==> src/rtl/cdb_arbiter.sv <==
// Round-robin completion arbiter: one holding register per functional unit,
// up to N_WAY held tags per cycle are driven onto the CDB slots.
`ifndef N_WAY
`define N_WAY 2
`endif
`ifndef CDB_BITS
`define CDB_BITS 6
`endif

module cdb_arbiter #(
  parameter int N_REQ    = 4,
  parameter int N_WAY    = `N_WAY,
  parameter int TAG_BITS = `CDB_BITS
) (
  input  logic                             clock,
  input  logic                             reset,
  input  logic                             squash,
  input  logic [N_REQ-1:0]                 req_valid,
  input  logic [N_REQ-1:0][TAG_BITS-1:0]   req_tag,
  output logic [N_REQ-1:0]                 req_ready,
  output logic [N_WAY-1:0][TAG_BITS-1:0]   complete_dest_tag,
  output logic [$clog2(N_WAY):0]           cdb_num,
  output logic [N_REQ-1:0]                 grant
);

  localparam int PTR_W  = (N_REQ > 1) ? $clog2(N_REQ) : 1;
  localparam int CNT_W  = $clog2(N_WAY) + 1;
  localparam int SLOT_W = (N_WAY > 1) ? $clog2(N_WAY) : 1;

  logic [N_REQ-1:0]                held;
  logic [N_REQ-1:0][TAG_BITS-1:0]  hold_tag;
  logic [PTR_W-1:0]                ptr;

  logic [N_REQ-1:0]                grant_raw;
  logic [N_WAY-1:0][TAG_BITS-1:0]  slot_raw;
  logic [CNT_W-1:0]                num_raw;
  logic [PTR_W-1:0]                next_ptr;
  logic [PTR_W-1:0]                idx;
  logic [SLOT_W-1:0]               slot_idx;
  int                              idx_sum;

  // Scan from ptr in wrap-around order; the k-th held entry found fills slot k.
  always_comb begin
    grant_raw = '0;
    slot_raw  = '0;
    num_raw   = '0;
    next_ptr  = ptr;
    idx       = '0;
    slot_idx  = '0;
    idx_sum   = 0;
    for (int k = 0; k < N_REQ; k++) begin
      idx_sum = int'(ptr) + k;
      idx     = PTR_W'((idx_sum >= N_REQ) ? idx_sum - N_REQ : idx_sum);
      if (held[idx] && (int'(num_raw) < N_WAY)) begin
        slot_idx           = SLOT_W'(num_raw);
        grant_raw[idx]     = 1'b1;
        slot_raw[slot_idx] = hold_tag[idx];
        num_raw            = num_raw + CNT_W'(1);
        next_ptr           = PTR_W'(((int'(idx) + 1) == N_REQ) ? 0 : int'(idx) + 1);
      end
    end
  end

  assign grant             = reset ? '0 : grant_raw;
  assign complete_dest_tag = reset ? '0 : slot_raw;
  assign cdb_num           = reset ? '0 : num_raw;
  assign req_ready         = (reset || squash) ? '0 : (~held | grant_raw);

  // An accept into a granted entry overrides its release.
  always_ff @(posedge clock) begin
    if (reset) begin
      held     <= '0;
      hold_tag <= '0;
      ptr      <= '0;
    end else if (squash) begin
      held <= '0;
    end else begin
      for (int i = 0; i < N_REQ; i++) begin
        if (req_valid[i] && req_ready[i] && (req_tag[i] != '0)) begin
          held[i]     <= 1'b1;
          hold_tag[i] <= req_tag[i];
        end else if (grant_raw[i]) begin
          held[i] <= 1'b0;
        end
      end
      if (num_raw != '0) ptr <= next_ptr;
    end
  end

endmodule

==> config.mk <==
export PLATFORM = sky130hd
export DESIGN_NAME = cdb_arbiter
export DESIGN_NICKNAME = d
export VERILOG_FILES = /design/src/rtl/cdb_arbiter.sv
export SDC_FILE = /design/constraint.sdc
export NUM_CORES = 1
export LEC_CHECK = 0
export BUFFER_PORTS_ARGS = -buffer_cell sky130_fd_sc_hd__buf_4
export CORE_MARGIN = 2
export CORE_UTILIZATION = 50
export DETAILED_ROUTE_END_ITERATION = 6
export GPL_ROUTABILITY_DRIVEN = 1
export PLACE_DENSITY = 0.73
export REMOVE_ABC_BUFFERS = 1
export SLEW_MARGIN = 15
export SYNTH_ARGS = -nofsm -noshare
export SYNTH_HDL_FRONTEND = slang
export SYNTH_SLANG_ARGS = --single-unit
==> constraint.sdc <==
create_clock -name clock -period 4.9 [get_ports clock]
set_input_delay 0.735 -clock clock [delete_from_list [all_inputs] [get_ports clock]]
set_output_delay 0.735 -clock clock [all_outputs]
set_load 0.01 [all_outputs]
# Word-level counts from Yosys, hierarchy flattened
# Index checks and enable logic that the tools add are counted.
# word_totals
in_bits	31
elab_cells	158
output_inout_bits	22
ff_bits	30
# classes
mux	69
n_bitwise	6
n_reduce_logical	35
n_eq_ne	4
magnitude_cmp	21
add_sub_neg	14
# ops
operator	n
$bmux W6 S2	4
$mux W12	4
$mux W6	8
$bwmux W12	3
$mux W2	16
$mux W4	6
$reduce_bool A6 Y1	4
$demux W6 S1	3
$logic_and A1 B1 Y1	18
$mux W1	17
$or A4 B4 Y4	4
$add A2 B1 Y3 const B	5
$eq A3 B3 Y1 const B	4
$lt A2 B3 Y1 const B	4
$reduce_bool A2 Y1	5
$ge A3 B3 Y1 const B	3
$bmux W1 S2	4
$demux W1 S2	4
$ge A2 B1 Y1 const B	4
$reduce_and A2 Y1	4
$sub A2 B1 Y2 const B	4
$add A2 B1 Y2 const B	3
$add A2 B2 Y3 const B	2
$lt A1 B2 Y1 const B	3
other kinds (9)	13

# Logic depth before layout (Yosys ltp)
# Gate-level depths: netlist of run 1.
# depth
ltp_word	19
depth_mapped	15
mapped_depth_nobuf	11

# Worst setup path before layout of run 1
# OpenSTA, ideal clock, no wires.
# synth_path
path_kind	reg-to-output
startpoint	reg ptr[0]
endpoint	out complete_dest_tag[0] in the netlist's numbering
t_required_ns	4.165
t_arrival_ns	3.438
path_stages_with_launch	14
path_slack_ns	0.727
n_path_buf	4
path_cell_list	dfxtp_1 > buf_6 > buf_2 > inv_1 > ha_1 > mux4_2 > buf_6 > ha_1 > buf_1 > nor2_1 > a22oi_4 > nor2_1 > mux2_2 > a211oi_1
# synth_rtl
item	line	rtl
from (decl)	32	logic [PTR_W-1:0] ptr;
from (signal assigned)	86	if (num_raw != '0) ptr <= next_ptr;
to (decl)	21	output logic [N_WAY-1:0][TAG_BITS-1:0] complete_dest_tag,

==> results.cfg, run 1 <==
[hold_path]
hp-class = register to register

[place]
place.gp.congestion = 0.984
port_buffers = 52
placed_area_um2 = 3260
pre_cts_ws_ps = 562
hpwl_mm = 5.77

[die]
io_pins = 53
initial_core_util_pct = 52.0
core_area_um2 = 5510
std_cell_rows = 27
chipWidth_um = 79.7
die_h_um = 79.7
die_area_um2 = 6350

[drt]
wl_met1_mm = 3.41
drc = 0
viasPerCell = 6.14
routedWlPerCell_um = 17.7
postRouteAntennaNets = 0
drtPass1Iterations = 4
wl_met3_um = 440
route.met2.wl_mm = 3.58
routed_wl_mm = 7.63
num_vias = 2641
drtIter0Drc = 231
top_layer = met4

[sta]
final_hold_viol_count = 0
final-max-slew-violation-count = 0
period_share_pct = 97.4
slew_headroom_pct = 32.2
finalCriticalPeriod_ps = 4770
worst_clock_skew_ps = 3.74
worst_slack_ps = 129
fmax_mhz = 210
setup_viol = 0
worst_pin_slew_ps = 1020
grt_setup_unrepaired = false

[finish]
area_delta_synth_final_pct = 16.8
layout_commonest_cell = buf_4
layout_common_cells = buf_4 (56), nor2_1 (46), mux2i_1 (39)
drive_above_1_share_pct = 32.7
antenna_cells = 0
fin_nets = 398
post-route-cell-area_um2 = 3350

[setup_path]
worstPathRequired_ps = 4160
r2r_setup_slack_ps = 1250
critPathCaptureType = output port
critPathLaunchType = register
worst-setup-path-type = register to output port
cp_max_fo = 11
critical_path_arrival_ps = 4040

[yosys]
avgSynthCellArea_um2 = 9.06
synth-compound-area-share_pct = 21.4
synth_seq_area_share_pct = 21.0
synthArstFlopShare_pct = 0
synthXorXnorAreaFrac_pct = 0.568
synth-edff-count = 0
synth_warnings = 0
synth_fa_ha_area_share_pct = 4.37
syn_inst = 316
synthSimpleGateAreaFrac_pct = 18.0
netlist_area_um2 = 2860
yosysUniqueCellTypes = 50
synth_ff_type = dfxtp_1
synth_top_family_by_area = multiplexers
synth_mux_area_share_pct = 29.6
synth-seq-cells = 30

[cts]
cts_buffer_depth = 2
ctsResizeCount = 0
ctsHoldBuffers = 0
cts.sinks = 30
clk_pin_slew_ps = 70
numCtsBuffers = 5
insertion_delay_ps = 290
cts_tree = built
root_buffer = clkbuf_8
cts_htree_levels = 2
post_cts_buffers = 0

[pwr]
p_leak_nw = 1.28
power_frac_seq_pct = 29.1
pwr-share-comb_pct = 48.7
intPower_w = 0.000548
p_sw_share_pct = 41.0
pwr-share-clk_pct = 22.2
vdd_drop_max_mv = 0.208
p_sw_w = 0.000381
p_per_area_nw_per_um2 = 278
p_total_w = 0.000929

[run]
maxCapViolations = 0

[global_routing]
grt_max_degree = 47
grt.total_usage_pct = 25.1
antenna_found_initial = 0
grt_pass1_wl_mm = 12.4
grt_pass1_vias = 2517
gr-total-overflow = 0

[run_status]
outcome = finished clean
[stage by stage]
step / hold slack (ps) / util (%) / setup TNS, ps / instances
6_report: 544 / 60.8 / 0 / 430
5_1_grt: 565 / 60.8 / 0 / 430
3_5_place_dp: 528 / 59.1 / 0 / 422
2_1_floorplan: 490 / - / -6420 / 294
3_3_place_gp: 516 / 59.1 / 0 / 422
4_1_cts: 545 / 60.8 / 0 / 430
[sequential cells by signal (all words and copies together) (netlist names)]
signal    cells
held          4
hold_tag     24
ptr           2
[cells in the mapped netlist, types with 4 or more instances]
cell	number	area share (%)
a211oi_1	4	1.0
a211oi_4	5	3.5
a21oi_1	18	3.1
a32oi_1	7	2.1
and2_1	4	0.87
buf_2	6	1.0
clkbuf_1	9	1.2
dfxtp_1	30	21
ha_1	10	4.4
inv_1	6	0.79
mux2_2	10	3.9
mux2i_1	39	14
mux4_2	13	10
nand2_1	29	3.8
nor2_1	46	6.0
nor3_1	10	1.7
o21ai_0	7	1.2
o22ai_1	6	1.3
o31ai_1	4	1.0
or2_2	7	1.5
or4_1	4	1.0
[power groups by stage]
stage | combinational [W] | clock (W) | sequential (W)
after floorplan | 0.000301 | 0 | 0.000289
after global placement | 0.000437 | 0 | 0.000274
after detailed placement | 0.000447 | 0 | 0.000275
after CTS | 0.000449 | 0.000209 | 0.000269
after global routing | 0.000487 | 0.000221 | 0.000271
final | 0.000452 | 0.000206 | 0.000270
[final timing paths]
kind	from	endpoint	depth (start not counted)
hold / removal	hold_tag[17]$_SDFFE_PP0P_	hold_tag[17]$_SDFFE_PP0P_	2
setup reg to reg	ptr[0]$_SDFFE_PP0P_	hold_tag[9]$_SDFFE_PP0P_	10
setup / recovery	ptr[0]$_SDFFE_PP0P_	complete_dest_tag[4]	10
hold reg to reg	hold_tag[17]$_SDFFE_PP0P_	hold_tag[17]$_SDFFE_PP0P_	2
[layer usage]
metal	track usage [%]	vias to the layer above
li1	-	1256
met1	34.2	1252
met2	39.7	112
met3	3.51	21
met4	10.7	0
met5	0	-
[critical path, cell delays in order, from the launching register on]
cell and delay (ps):
dfxtp_2 440, inv_1 150, ha_1 360, mux4_2 440, ha_1 340, or2_2 320
o22ai_2 300, and2_1 420, nand2b_1 380, a211oi_1 410, buf_4 190
[layout make-up]
cell class / count / area, um^2
Tap cell: 72 / 90.1
Multi-Input combinational cell: 257 / 2120
Sequential cell: 30 / 602
Timing Repair Buffer: 56 / 420
Clock buffer: 5 / 68.8
Fill cell: 477 / 2160
Clock inverter: 3 / 21.3
Inverter: 7 / 27.5
[cells by family after synthesis]
family	Yosys count
multiplexers	65
adder cells (fa/ha/maj)	10
flip-flops	30
AND/OR/NAND/NOR	111
XOR/XNOR	1
buffers and inverters	29
AO/OA/AOI/OAI	70
No activity file was read; power rests on OpenSTA's default activity.
==> inputs of run 2 (changes only) <==
--- a/config.mk
+++ b/config.mk
@@ -6,12 +6,15 @@
 export NUM_CORES = 1
 export LEC_CHECK = 0
 export BUFFER_PORTS_ARGS = -buffer_cell sky130_fd_sc_hd__buf_4
+export CELL_PAD_IN_SITES_DETAIL_PLACEMENT = 0
+export CELL_PAD_IN_SITES_GLOBAL_PLACEMENT = 1
 export CORE_MARGIN = 2
-export CORE_UTILIZATION = 50
+export CORE_UTILIZATION = 43
 export DETAILED_ROUTE_END_ITERATION = 6
 export GPL_ROUTABILITY_DRIVEN = 1
-export PLACE_DENSITY = 0.73
+export PLACE_DENSITY_LB_ADDON = 0.1
 export REMOVE_ABC_BUFFERS = 1
+export SKIP_CTS_REPAIR_TIMING = 1
 export SLEW_MARGIN = 15
 export SYNTH_ARGS = -nofsm -noshare
 export SYNTH_HDL_FRONTEND = slang
==> run 2 against run 1 <==
  * Non-clock buffer count did not move
  * Cell count up 1.2%
  * Clock skew rose by 0.57 ps
  * Highest routed layer unchanged
  * Maximum frequency rose by 4.8%
  * Largest cell class unchanged
  * Setup slack gained 220 ps
  * Sequential cell count stayed put
  * Routed wire length rose by 0.29%
  * Die area up 15%
==> results.cfg, run 2 (synthesis results as in run 1) <==
[run_status]
outcome = finished clean

[place]
place_inst = 427
place.gp.congestion = 0.891
hpwl_mm = 5.86
port_buffers = 52

[sta]
final-max-slew-violation-count = 0
final_hold_viol_count = 0
worst_pin_slew_ps = 1040
grt_setup_unrepaired = false
setup_viol = 0
period_share_pct = 92.9
worst_clock_skew_ps = 4.31
fmax_mhz = 220
slew_headroom_pct = 30.9
finalCriticalPeriod_ps = 4550

[setup_path]
critPathLaunchType = register
critical-path-top-delay-family = simple AND/OR/NAND/NOR gates
crit_path_cell_trace = inv_1 -> ha_1 -> mux4_2 -> ha_1 -> or2_2 -> o22ai_2 -> and2_1 -> nand2b_1 -> a211oi_1 -> buf_4
slowest_delay_ps = 450
r2r_cells = 10
path_common_cell = ha_1
timing.critical_path.buf_inv = 2
r2r_setup_slack_ps = 1260
critPathSlowestCell = dfxtp_2
cp_max_fo = 11
worst-setup-path-type = register to output port
worstPathRequired_ps = 4160
timing.rr.start = ptr[0]$_SDFFE_PP0P_
critical_path_arrival_ps = 3820
worstReg2RegEnd = hold_tag[6]$_SDFFE_PP0P_
critPathCaptureType = output port

[hold_path]
hp-start = hold_tag[23]$_SDFFE_PP0P_
whs_endpoint = hold_tag[23]$_SDFFE_PP0P_
holdPathStages = 2
hp-class = register to register

[global_routing]
grt_pass1_wl_mm = 13.1
gr-total-overflow = 0
antenna_found_initial = 0
grt_max_degree = 47
grt.total_usage_pct = 22.2
grt_pass1_vias = 2500

[die]
die_area_um2 = 7330
io_pins = 53
std_cell_rows = 29
chipWidth_um = 85.6
initial_core_util_pct = 44.8
die_h_um = 85.6
core_area_um2 = 6390

[cts]
root_buffer = clkbuf_8
cts_buffer_depth = 2
cts.sinks = 30
clk_pin_slew_ps = 70
cts_tree = built
numCtsBuffers = 5
insertion_delay_ps = 280
cts_htree_levels = 2

[finish]
top_register = hold_tag
final_cells = 435
antenna_cells = 0
fin_nets = 398
fin_util_pct = 52.6
reg.largest.list = hold_tag x24, held x4, ptr x2
area_delta_synth_final_pct = 17.2
layout_common_cells = buf_4 (56), nor2_1 (46), mux2i_1 (39)
layout_commonest_cell = buf_4
largest_reg_flops = 24
drive_above_1_share_pct = 32.7

[pwr]
pwr-share-clk_pct = 23.0
p_sw_share_pct = 40.0
vdd_drop_max_mv = 0.166
power_frac_seq_pct = 28.9
p_leak_nw = 1.28
pwr-share-comb_pct = 48.1
p_total_w = 0.000934
p_sw_w = 0.000374
p_per_area_nw_per_um2 = 278
intPower_w = 0.000561

[drt]
viasPerCell = 5.80
routed_wl_mm = 7.65
num_vias = 2522
routedWlPerCell_um = 17.6
drtIter0Drc = 170
drc = 0
drtPass1Iterations = 4
postRouteAntennaNets = 0

[run]
maxCapViolations = 0
[run 2: cell count changes in the layout (fill, tap and decap cells not counted)]
cell	delta
clkbuf_8	+1
clkinv_4	-1
[run 2: layout make-up]
type                       instances  area (um^2)
fill                             615         3030
multi-input combinational        257         2120
timing repair buffer              56          420
tap                               77         96.3
clock buffer                       6         82.6
inverter                           7         27.5
sequential                        30          602
clock inverter                     2         12.5
[run 2: how the worst max path moves through the flow]
stage / from / to / slack, ps / cells after the start
6_report: ptr[0]$_SDFFE_PP0P_ / complete_dest_tag[3] / 350 / 10
5_1_grt: ptr[0]$_SDFFE_PP0P_ / complete_dest_tag[0] / 30 / 10
2_1_floorplan: ptr[0]$_SDFFE_PP0P_ / complete_dest_tag[0] / -550 / 9
3_5_place_dp: ptr[0]$_SDFFE_PP0P_ / complete_dest_tag[3] / 640 / 10
3_3_place_gp: ptr[0]$_SDFFE_PP0P_ / complete_dest_tag[1] / 780 / 11
4_1_cts: ptr[0]$_SDFFE_PP0P_ / complete_dest_tag[3] / 330 / 10
[run 2: per-stage QoR]
step                      setup WS, ps  TNS (ps)  cell area (um^2)  hold slack [ps]
after floorplan                   -547     -6420              2740              490
after global placement             779         0              3260              519
after detailed placement           643         0              3260              532
after CTS                          329         0              3360              546
after global routing              25.6         0              3360              582
final                              347         0              3360              545
[run 2: power groups by stage]
stage	Sequential [W]	Combinational [W]	Clock, W
finish	0.000270	0.000449	0.000215
CTS	0.000270	0.000449	0.000219
global route	0.000272	0.000494	0.000231
detailed placement	0.000275	0.000447	0
global placement	0.000275	0.000445	0
floorplan	0.000289	0.000301	0
[run 2: worst register-to-register path: cells and delay by family, from the launching register on]
kind | cells | cell delay [ps]
compound gates | 3 | 1230
fa+ha+maj | 2 | 680
mux | 2 | 680
flops | 1 | 450
simple gates | 2 | 310
buf+inv | 1 | 160
[run 2: layer usage]
metal / up-vias / global-route usage [%] / share of wire (%) / routed length [um]
met5: - / 0 / 0 / 0
met4: 0 / 4.47 / 0.99 / 76
li1: 1256 / - / - / -
met3: 7 / 2.89 / 6.4 / 487
met2: 84 / 32.0 / 43 / 3300
met1: 1175 / 35.4 / 50 / 3790
==> inputs of run 3 (changes only) <==
--- a/config.mk
+++ b/config.mk
@@ -12,7 +12,7 @@
 export CORE_UTILIZATION = 43
 export DETAILED_ROUTE_END_ITERATION = 6
 export GPL_ROUTABILITY_DRIVEN = 1
-export PLACE_DENSITY_LB_ADDON = 0.1
+export PLACE_DENSITY = 0.86
 export REMOVE_ABC_BUFFERS = 1
 export SKIP_CTS_REPAIR_TIMING = 1
 export SLEW_MARGIN = 15
==> run 3 against run 2 <==
  * Die area unchanged
  * Power up 11%
  * Via count increased by 0.99%
  * Sequential share of layout area shrank 0.25 points
  * Setup slack got worse by 46 ps
  * Largest power group unchanged
  * Core utilization is 0.74 points higher
==> results.cfg, run 3 (synthesis results as in run 1) <==
[die]
core_area_um2 = 6390
io_pins = 53
std_cell_rows = 29
chipWidth_um = 85.6
die_area_um2 = 7330
initial_core_util_pct = 44.8
die_h_um = 85.6

[sta]
final-max-slew-violation-count = 0
finalCriticalPeriod_ps = 4600
period_share_pct = 93.9
worst_clock_skew_ps = 5.24
worst_slack_ps = 301
final_hold_viol_count = 0
grt_setup_unrepaired = false
setup-tns-final_ps = 0
slew_headroom_pct = 33.3
fmax_mhz = 217
setup_viol = 0
worst_pin_slew_ps = 1000

[setup_path]
worstPathRequired_ps = 4160
timing.critical_path.buf_inv = 2
worst-setup-path-type = register to output port
slowest_delay_ps = 480
crit_path_cell_trace = inv_1 -> ha_1 -> mux4_2 -> ha_1 -> or2_2 -> o22ai_2 -> and2_1 -> nand2b_1 -> a211oi_1 -> buf_4
critPathSlowestCell = dfxtp_2
path_common_cell = ha_1
critical_path_arrival_ps = 3860
critical-path-top-delay-family = simple AND/OR/NAND/NOR gates
critPathCaptureType = output port
cp-startpoint = ptr[0]$_SDFFE_PP0P_
timing.rr.start = ptr[0]$_SDFFE_PP0P_
cp_max_fo = 12
critPathLaunchType = register

[cts]
numCtsBuffers = 5
cts_htree_levels = 2
clk_pin_slew_ps = 70
cts.sinks = 30
cts_buffer_depth = 2
root_buffer = clkbuf_8
cts_tree = built
insertion_delay_ps = 280

[global_routing]
grt_pass1_wl_mm = 12.2
grt.total_usage_pct = 21.0
grt_max_degree = 47
grt_pass1_vias = 2414
antenna_found_initial = 0
gr-total-overflow = 0

[run_status]
outcome = finished clean

[finish]
top_register = hold_tag
area_delta_synth_final_pct = 18.9
drive_above_1_share_pct = 32.7
largest_reg_flops = 24
layout_common_cells = buf_4 (56), nor2_1 (46), mux2i_1 (39)
num-fill-cells = 618
reg.largest.list = hold_tag x24, held x4, ptr x2
fin_nets = 398
antenna_cells = 0
final_cells = 435
layout_commonest_cell = buf_4

[place]
place_inst = 427
hpwl_mm = 5.79
place.gp.congestion = 0.927
pre_cts_ws_ps = 614
port_buffers = 52

[pwr]
p_per_area_nw_per_um2 = 303
vdd_drop_max_mv = 0.181
p_leak_nw = 1.31

[hold_path]
hp-class = register to register
hp-start = hold_tag[7]$_SDFFE_PP0P_

[drt]
drtIter0Drc = 140
routed_wl_mm = 7.50
drtPass1Iterations = 4
drc = 0
viasPerCell = 5.86
num_vias = 2547
postRouteAntennaNets = 0
routedWlPerCell_um = 17.2

[run]
maxCapViolations = 0
-- run 3: routing by layer --
metal / routed length, um / GRT usage [%] / share of wire (%) / vias up
met4: 82 / 5.34 / 1.1 / 0
met3: 495 / 3.08 / 6.6 / 6
met1: 3610 / 30.7 / 48 / 1192
met5: 0 / 0 / 0 / -
li1: - / - / - / 1248
met2: 3310 / 32.7 / 44 / 101
-- run 3: path summary, 6_finish.rpt --
check,end,slack [ps],cells after the start
setup / recovery,complete_dest_tag[3],300,10
hold reg to reg,hold_tag[7]$_SDFFE_PP0P_,550,2
hold / removal,hold_tag[7]$_SDFFE_PP0P_,550,2
setup reg to reg,hold_tag[13]$_SDFFE_PP0P_,1280,10
-- run 3: layout make-up --
class                           count  area (um^2)  share of cell area [%]
Multi-Input combinational cell    257         2120                    62.1
Sequential cell                    30          602                    17.7
Timing Repair Buffer               56          420                    12.3
Tap cell                           77         96.3                    2.83
Clock buffer                        6         82.6                    2.43
Clock inverter                      2         60.1                    1.76
Inverter                            7         27.5                   0.809
-- run 3: power breakdown --
part | leakage (nW) | internal [W] | switching (W) | total [W]
clock network | 0.0714 | 0.000217 | 0.0000956 | 0.000312
logic | 0.993 | 0.000192 | 0.000257 | 0.000449
registers | 0.245 | 0.000256 | 0.0000157 | 0.000271
-- run 3: metrics by stage --
step	total power [W]	hold WS, ps	instance area (um^2)	util (%)
CTS	0.00104	550	3400	53.3
global route	0.00109	579	3400	53.3
global placement	0.000715	516	3260	51.1
finish	0.00103	552	3400	53.3
floorplan	0.000590	490	2740	-
detailed placement	0.000721	538	3260	51.1
-- run 3: worst reg2reg max path, delay by kind of cell (launching register included) --
family,cells,cell delay (ps)
compound gates,3,1190
fa+ha+maj,2,680
buf+inv,1,170
flops,1,480
mux,2,680
simple gates,2,310
